**config.mk**
```make
export PLATFORM = sky130hd
export DESIGN_NAME = hazard_detect_unit
export DESIGN_NICKNAME = d
export VERILOG_FILES = /design/src/rtl/hazard_pkg.sv /design/src/rtl/forward_select.sv /design/src/rtl/hazard_detect_unit.sv
export SDC_FILE = /design/constraint.sdc
export NUM_CORES = 1
export LEC_CHECK = 0
export CORE_ASPECT_RATIO = 0.75
export CORE_UTILIZATION = 48
export CTS_BUF_LIST = sky130_fd_sc_hd__clkbuf_4 sky130_fd_sc_hd__clkbuf_8
export DETAILED_ROUTE_END_ITERATION = 10
export HOLD_SLACK_MARGIN = 0.15
export PLACE_DENSITY = 0.87
export SETUP_SLACK_MARGIN = 0.02
export SKIP_LAST_GASP = 1
export SLEW_MARGIN = 10
export SYNTH_ARGS = -nofsm -noshare
export SYNTH_HDL_FRONTEND = slang
export SYNTH_SLANG_ARGS = --single-unit
```
**constraint.sdc**
```tcl
create_clock -name clk -period 3.72 [get_ports clk]
set_clock_uncertainty 0.15 [all_clocks]
set_input_delay 0.372 -clock clk [delete_from_list [all_inputs] [get_ports clk]]
set_output_delay 0.372 -clock clk [all_outputs]
set_load 0.02 [all_outputs]
```
**src/rtl/hazard_pkg.sv**
```systemverilog
// hazard_pkg: shared types and constants for the hazard detection and forwarding logic.
package hazard_pkg;
    localparam int REG_ADDR_W = 5;
    localparam logic [REG_ADDR_W-1:0] REG_ZERO = 5'd0;
    typedef enum logic [1:0] {
        FWD_RF  = 2'b00,
        FWD_MEM = 2'b10,
        FWD_WB  = 2'b01
    } fwd_sel_t;
endpackage

```
**src/rtl/forward_select.sv**
```systemverilog
// forward_select: picks the operand source for one EX-stage source register.
module forward_select
    import hazard_pkg::*;
(
    input  logic [REG_ADDR_W-1:0] rs_addr,
    input  logic [REG_ADDR_W-1:0] ex_mem_rd_addr,
    input  logic [REG_ADDR_W-1:0] mem_wb_rd_addr,
    input  logic                  ex_mem_reg_write,
    input  logic                  mem_wb_reg_write,
    output fwd_sel_t              sel
);
    logic mem_hit;
    logic wb_hit;
    assign mem_hit = ex_mem_reg_write && (ex_mem_rd_addr != REG_ZERO) && (ex_mem_rd_addr == rs_addr);
    assign wb_hit  = mem_wb_reg_write && (mem_wb_rd_addr != REG_ZERO) && (mem_wb_rd_addr == rs_addr);
    // The EX/MEM producer is younger, so it wins over MEM/WB.
    assign sel = mem_hit ? FWD_MEM : wb_hit ? FWD_WB : FWD_RF;
endmodule

```
**src/rtl/hazard_detect_unit.sv**
```systemverilog
// hazard_detect_unit: load-use stall detection, operand forwarding selects and stall statistics.
module hazard_detect_unit
    import hazard_pkg::*;
#(
    parameter int XLEN_REGS = 32,
    parameter int CNT_W     = 16
) (
    input  logic                  clk,
    input  logic                  reset_n,
    input  logic [REG_ADDR_W-1:0] id_ex_rs1_addr,
    input  logic [REG_ADDR_W-1:0] id_ex_rs2_addr,
    input  logic [REG_ADDR_W-1:0] ex_mem_rd_addr,
    input  logic [REG_ADDR_W-1:0] mem_wb_rd_addr,
    input  logic                  id_ex_mem_read,
    input  logic                  ex_mem_reg_write,
    input  logic                  mem_wb_reg_write,
    output logic                  stall,
    output logic                  pc_write_en,
    output logic                  if_id_write_en,
    output logic                  id_ex_flush,
    output logic [1:0]            forward_a,
    output logic [1:0]            forward_b,
    output logic                  stall_q,
    output logic [CNT_W-1:0]      stall_count,
    output logic                  stall_count_sat
);
    if (XLEN_REGS > (1 << REG_ADDR_W)) begin : g_bad_regs
        $error("XLEN_REGS does not fit the register address width");
    end

    logic     hit1;
    logic     hit2;
    fwd_sel_t sel_a;
    fwd_sel_t sel_b;

    assign hit1 = (ex_mem_rd_addr != REG_ZERO) && (ex_mem_rd_addr == id_ex_rs1_addr);
    assign hit2 = (ex_mem_rd_addr != REG_ZERO) && (ex_mem_rd_addr == id_ex_rs2_addr);
    assign stall          = id_ex_mem_read && ex_mem_reg_write && (hit1 || hit2);
    assign pc_write_en    = ~stall;
    assign if_id_write_en = ~stall;
    assign id_ex_flush    = stall;

    forward_select u_fwd_a (
        .rs_addr          (id_ex_rs1_addr),
        .ex_mem_rd_addr   (ex_mem_rd_addr),
        .mem_wb_rd_addr   (mem_wb_rd_addr),
        .ex_mem_reg_write (ex_mem_reg_write),
        .mem_wb_reg_write (mem_wb_reg_write),
        .sel              (sel_a)
    );

    forward_select u_fwd_b (
        .rs_addr          (id_ex_rs2_addr),
        .ex_mem_rd_addr   (ex_mem_rd_addr),
        .mem_wb_rd_addr   (mem_wb_rd_addr),
        .ex_mem_reg_write (ex_mem_reg_write),
        .mem_wb_reg_write (mem_wb_reg_write),
        .sel              (sel_b)
    );

    assign forward_a = sel_a;
    assign forward_b = sel_b;

    // Counter holds at all-ones; the sticky flag marks the edge that would have wrapped it.
    always_ff @(posedge clk or negedge reset_n) begin
        if (!reset_n) begin
            stall_q         <= 1'b0;
            stall_count     <= '0;
            stall_count_sat <= 1'b0;
        end else begin
            stall_q <= stall;
            if (stall) begin
                if (&stall_count) stall_count_sat <= 1'b1;
                else stall_count <= stall_count + 1'b1;
            end
        end
    end
endmodule

```
Word level (Yosys, flattened, before mapping):

Index checks and enable logic that the tools add are counted.

* register bits after elaboration: 18
* bits of input ports: 25
* output and inout port bits: 26
* word-level logic and storage cells: 30

* add/sub/neg operators: 1
* eq/ne operators: 4
* multiplexer cells: 4
* bitwise operators: 2
* reductions and logical operators: 16

Operator list (count)
* equality test 5 bit: 4
* AND reduction 17 bit: 1
* adder 16 x 1 -> 16 bit, second input constant: 1
* AND reduction 16 bit: 1
* logical AND 1 bit: 10
* nonzero test 5 bit: 2
* two-way mux 2 bit: 2
* two-way mux 1 bit: 2
* inverter 1 bit: 2
* AND reduction 2 bit: 1
* logical OR 1 bit: 1

Longest topological paths before layout:

* depth after elaboration: 5
* gate-level depth with buffers: 7
* depth with buffers taken out: 7

Modules after synthesis:

Synthesis repeated with hierarchy kept, for this count alone.

* cells, all modules: 130
* area, all modules: 1307.5 µm²

Modules (own cells, without submodules)
* hazard_detect_unit: times used 1, cells an instance 88, area each 989.7 µm², sequential area each 450.4 µm²
* forward_select: times used 2, cells an instance 21, area each 158.9 µm², sequential area each 0.0 µm²

Worst setup path after synthesis:

Ideal clock, no wire load.

* kind: input to output
* from: input port ex_mem_rd_addr[0]
* to: output port forward_a[0]
* arrival time: 1.956 ns
* required time: 3.198 ns
* setup slack: 1.242 ns
* stages on the path: 4
* buffers on the path: 0
* cells stage by stage: or4_4 > o21ai_4 > nor2_1 > nor4_1

* longest elaborated chain between the ends: 4
* elaborated cells between the ends (all ways): 5
* classes of those cells: 1 x eq/ne; 1 x mux; 3 x reduce/logical

Ends and longest elaborated chain
* start, declared: RTL line hazard_detect_unit.sv:12 `input logic [REG_ADDR_W-1:0] ex_mem_rd_addr,`
* nonzero test 5 bit: RTL line forward_select.sv:14 `assign mem_hit = ex_mem_reg_write && (ex_mem_rd_addr != REG_ZERO) && (ex_mem_rd_addr == rs_addr);`
* logical AND 1 bit: RTL line forward_select.sv:14
* logical AND 1 bit *: RTL line forward_select.sv:14
* named net u_fwd_a.mem_hit: RTL line forward_select.sv:12 `logic mem_hit;`
* two-way mux 2 bit *: RTL line forward_select.sv:17 `assign sel = mem_hit ? FWD_MEM : wb_hit ? FWD_WB : FWD_RF;`
* end, declared: RTL line hazard_detect_unit.sv:21 `output logic [1:0] forward_a,`

Mark *: on every way through the listed nets, which the timed path passes. The rest lies on a longest branch.

Worst setup path in the final report:

* from: input port ex_mem_rd_addr[0]
* to: output port forward_a[0]

* longest elaborated chain between the ends: 4
* elaborated cells between the ends (all ways): 5
* classes of those cells: 1 x eq/ne; 1 x mux; 3 x reduce/logical

Ends and longest elaborated chain (RTL line)
* nonzero test 5 bit: forward_select.sv:14
* logical AND 1 bit: forward_select.sv:14
* logical AND 1 bit *: forward_select.sv:14
* two-way mux 2 bit *: forward_select.sv:17

Every way passes the cells marked *; elsewhere a longest branch is shown, timed or not.

==> impl_results.md <==
* RR Startpoint: stall_count[0]
* Synth Area in XOR/XNOR at 21.9%
* Total routed wirelength at slightly above 3000 um
* Setup tns final at 0 ps
* Initial antenna violation count at 0
* Final Cell Area at around 1800 um^2
* Die area at roughly 2900 um^2
* CTS sink count at 18
* Post-cts resize count at 0
* Site Rows at 15
* Register bit count reported by yosys at 18
* Setup WS post-layout at 474 ps
* GR Overflow Total at 0
* Hold-critical path depth at 1
* Worst reg2reg setup slack at between 1000 and 1500 ps
* Worst Tran Pin Value at between 800 and 900 ps
* Starting Density at between 50% and 60%
* Routed vias/inst at 5.26
* Post-Synthesis Cell Area at 1280 um^2
* Synth area leader: dfrtp_1
* Postcts setup bufs at 0
* Synth top area share at 35.3%
* Total number of yosys warnings at 0
* Largest family of logic cells by synthesized area: simple AND/OR/NAND/NOR gates
* Worst-case clock buffer depth at 2
* Drt first pass iters at 4
* Number of buffers created by CTS at 3
* Detailed Place HPWL at 2570 um
* CP Launch Type: input port
* First-pass GRT wire length at 4990 um
* Static leakage at 0.000789 uW
* Min cycle time layout at 3250 ps
* Fin. max-slew vios at 0
* CTS clk-pin slew, worst paths at 100 ps
* Arrival time at the worst endpoint at 2720 ps
* DRC errors left at 0
* Ys async rst share at 100%
* Share of post-route cells with drive strength above 1 at 11.8%
* Unrepaired setup endpoints after global routing: no
* Per-cell routed wire length at 15.3 um
* # fillers at 192
* Commonest non-fill, non-tap cells in the layout: clkdlybuf4s50_1 (50), xor2_1 (24), dfrtp_1 (18), nor3_1 (8), xnor2_1 (8)
* Worst Reg2Reg Path Length in Cells at 7
* CTS tree: done
* CTS H-tree lvls at 1
* Final Core Density at approximately three quarters
* Leading cell type in the layout, fill and taps excluded: clkdlybuf4s50_1
* Compound-Gate Fraction of Synth Area at 6.46%
* Period utilisation layout at 87.3%
* Placer Congestion at 0.887
* Hold buffers post-CTS at 0
* Die width at 61.6 um
* Post-synthesis adder-cell area fraction at 0.979%
* Status: finished, final reports clean
* Mux cell area share after synthesis at 3.13%
* Req. time, crit path at 3200 ps
* I/O Pins at 51
* DR vias at 1,067
* Reg2reg end: stall_count[13]
* Final ANT Viol Nets at 0
* Max-Cap Viols at 0
* Max FO, Critical Path at 5
* Hold Fails Final Rpt at 0
* Peak supply drop at ~0.00022 V
* Die Ht at roughly 47 um
* Hold worst-path end: stall_count_sat
* Syn Area/Cell at 10.6 um^2
* Pwr Density at roughly 270 nW/um^2
* Hold_sp: stall_count_sat
* Syn nets at 146
* Port Buffers at 50
* Vias in the first global route at 1,065
* Total Nets Final at 196
* Syn-to-layout area delta at 42.1%
* Area of placed instances at between 1500 and 2000 um^2
* Element type at the critical path end: primary output
* Final number of setup-violating endpoints at 0
* Area contributors post-synth: dfrtp_1 (35%), xor2_1 (16%), xnor2_1 (5.5%)
* Tightest Hold Check Type: flip-flop to flip-flop
* Clock Latency Late Sink at about 300 ps
* Setup WS pre-CTS at between 400 and 500 ps
* F_max at 308 MHz
* Setup CP Type: input port to primary output
* Largest net degree at the start of global routing at 19
* Number of flops mapped to enable cells by yosys at 0
* Cells after Synth at 120
* Seq/Total Area, Yosys at between 30% and 40%
* Prevailing post-synth register cell: dfrtp_1
* Worst slew margin at 44.9%
* DR iter-0 viols at 32
* Antenna Cells at 0
* Post-synth cell types at 37
* Core Box Area at 2400 um^2
* Simple-gate share of the synthesized area at about 28%
* Total track usage at between 20 and 25%
* Clk root buf: clkbuf_4
where the power goes:
part / switching (uW) / total, uW / internal (uW)
Combinational: 69.6 / 147 / 77.5
Clock: 60.8 / 121 / 59.7
Sequential: 14.5 / 222 / 208
Total: 145 / 490 / 345
cells in the mapped netlist (all sizes together) (2+ instances only):
cell    n
nand3   7
inv     4
nand2   5
buf     5
xnor2   8
or4     3
nor3    9
nor4    2
o21ai   2
nor3b   4
xor2   24
nor2    7
nand4   4
and3    4
dfrtp  18
mux2    2
a31oi   2
final cells by class:
type                            count  area, um^2  area share [%]
Timing Repair Buffer               50         500            27.6
Clock buffer                        4        36.3            2.00
Inverter                            4        15.0           0.827
Tap cell                           34        42.5            2.34
Sequential cell                    18         450            24.8
Multi-Input combinational cell     93         771            42.5
logic make-up (layout without fill, tap and decap cells):
logic type | Yosys count | count (layout)
buffers and inverters | 9 | 58
and+or+nand+nor | 50 | 50
AOI/OAI and AO/OA | 7 | 7
adders and majority gates | 1 | 1
xor gates and xnor gates | 32 | 32
muxes | 3 | 3
DFF | 18 | 18
registers in the layout, indices dropped and copies added, names as in the netlist:
register and count:
stall_count 16, stall_q 1, stall_count_sat 1
worst max-delay path by stage:
stage,start,to,slack [ps],depth (start not counted)
after floorplan,ex_mem_rd_addr[0],forward_a[0],1240,4
after global placement,ex_mem_rd_addr[0],forward_a[0],540,6
after detailed placement,ex_mem_rd_addr[0],forward_a[0],440,6
after CTS,ex_mem_rd_addr[0],forward_a[0],470,6
after global routing,ex_mem_rd_addr[0],forward_a[0],400,6
final,ex_mem_rd_addr[0],forward_a[0],470,6
worst max-delay path, stage by stage:
cell and delay, ps:
clkdlybuf4s50_1 480, or4_4 570, o21ai_4 260, nor2_1 100, nor4_1 270, clkdlybuf4s50_1 660
metal layers:
| metal | part of all wire (%) | track usage (%) | wire length (um) | vias to the layer above |
|---|---|---|---|---|
| li1 | - | - | - | 515 |
| met1 | 47 | 32.5 | 1450 | 519 |
| met2 | 48 | 40.2 | 1490 | 29 |
| met3 | 4.2 | 6.18 | 129 | 4 |
| met4 | 1.1 | 6.67 | 34 | 0 |
| met5 | 0 | 0 | 0 | - |
through the flow:
step | instances | power, uW | hold WS, ps
after CTS | 203 | 496 | 334
after global placement | 199 | 364 | 299
after detailed placement | 199 | 375 | 300
after global routing | 203 | 516 | 366
final | 203 | 490 | 334
after floorplan | 120 | 295 | -73.6
No activity file was read; power rests on OpenSTA's default activity.
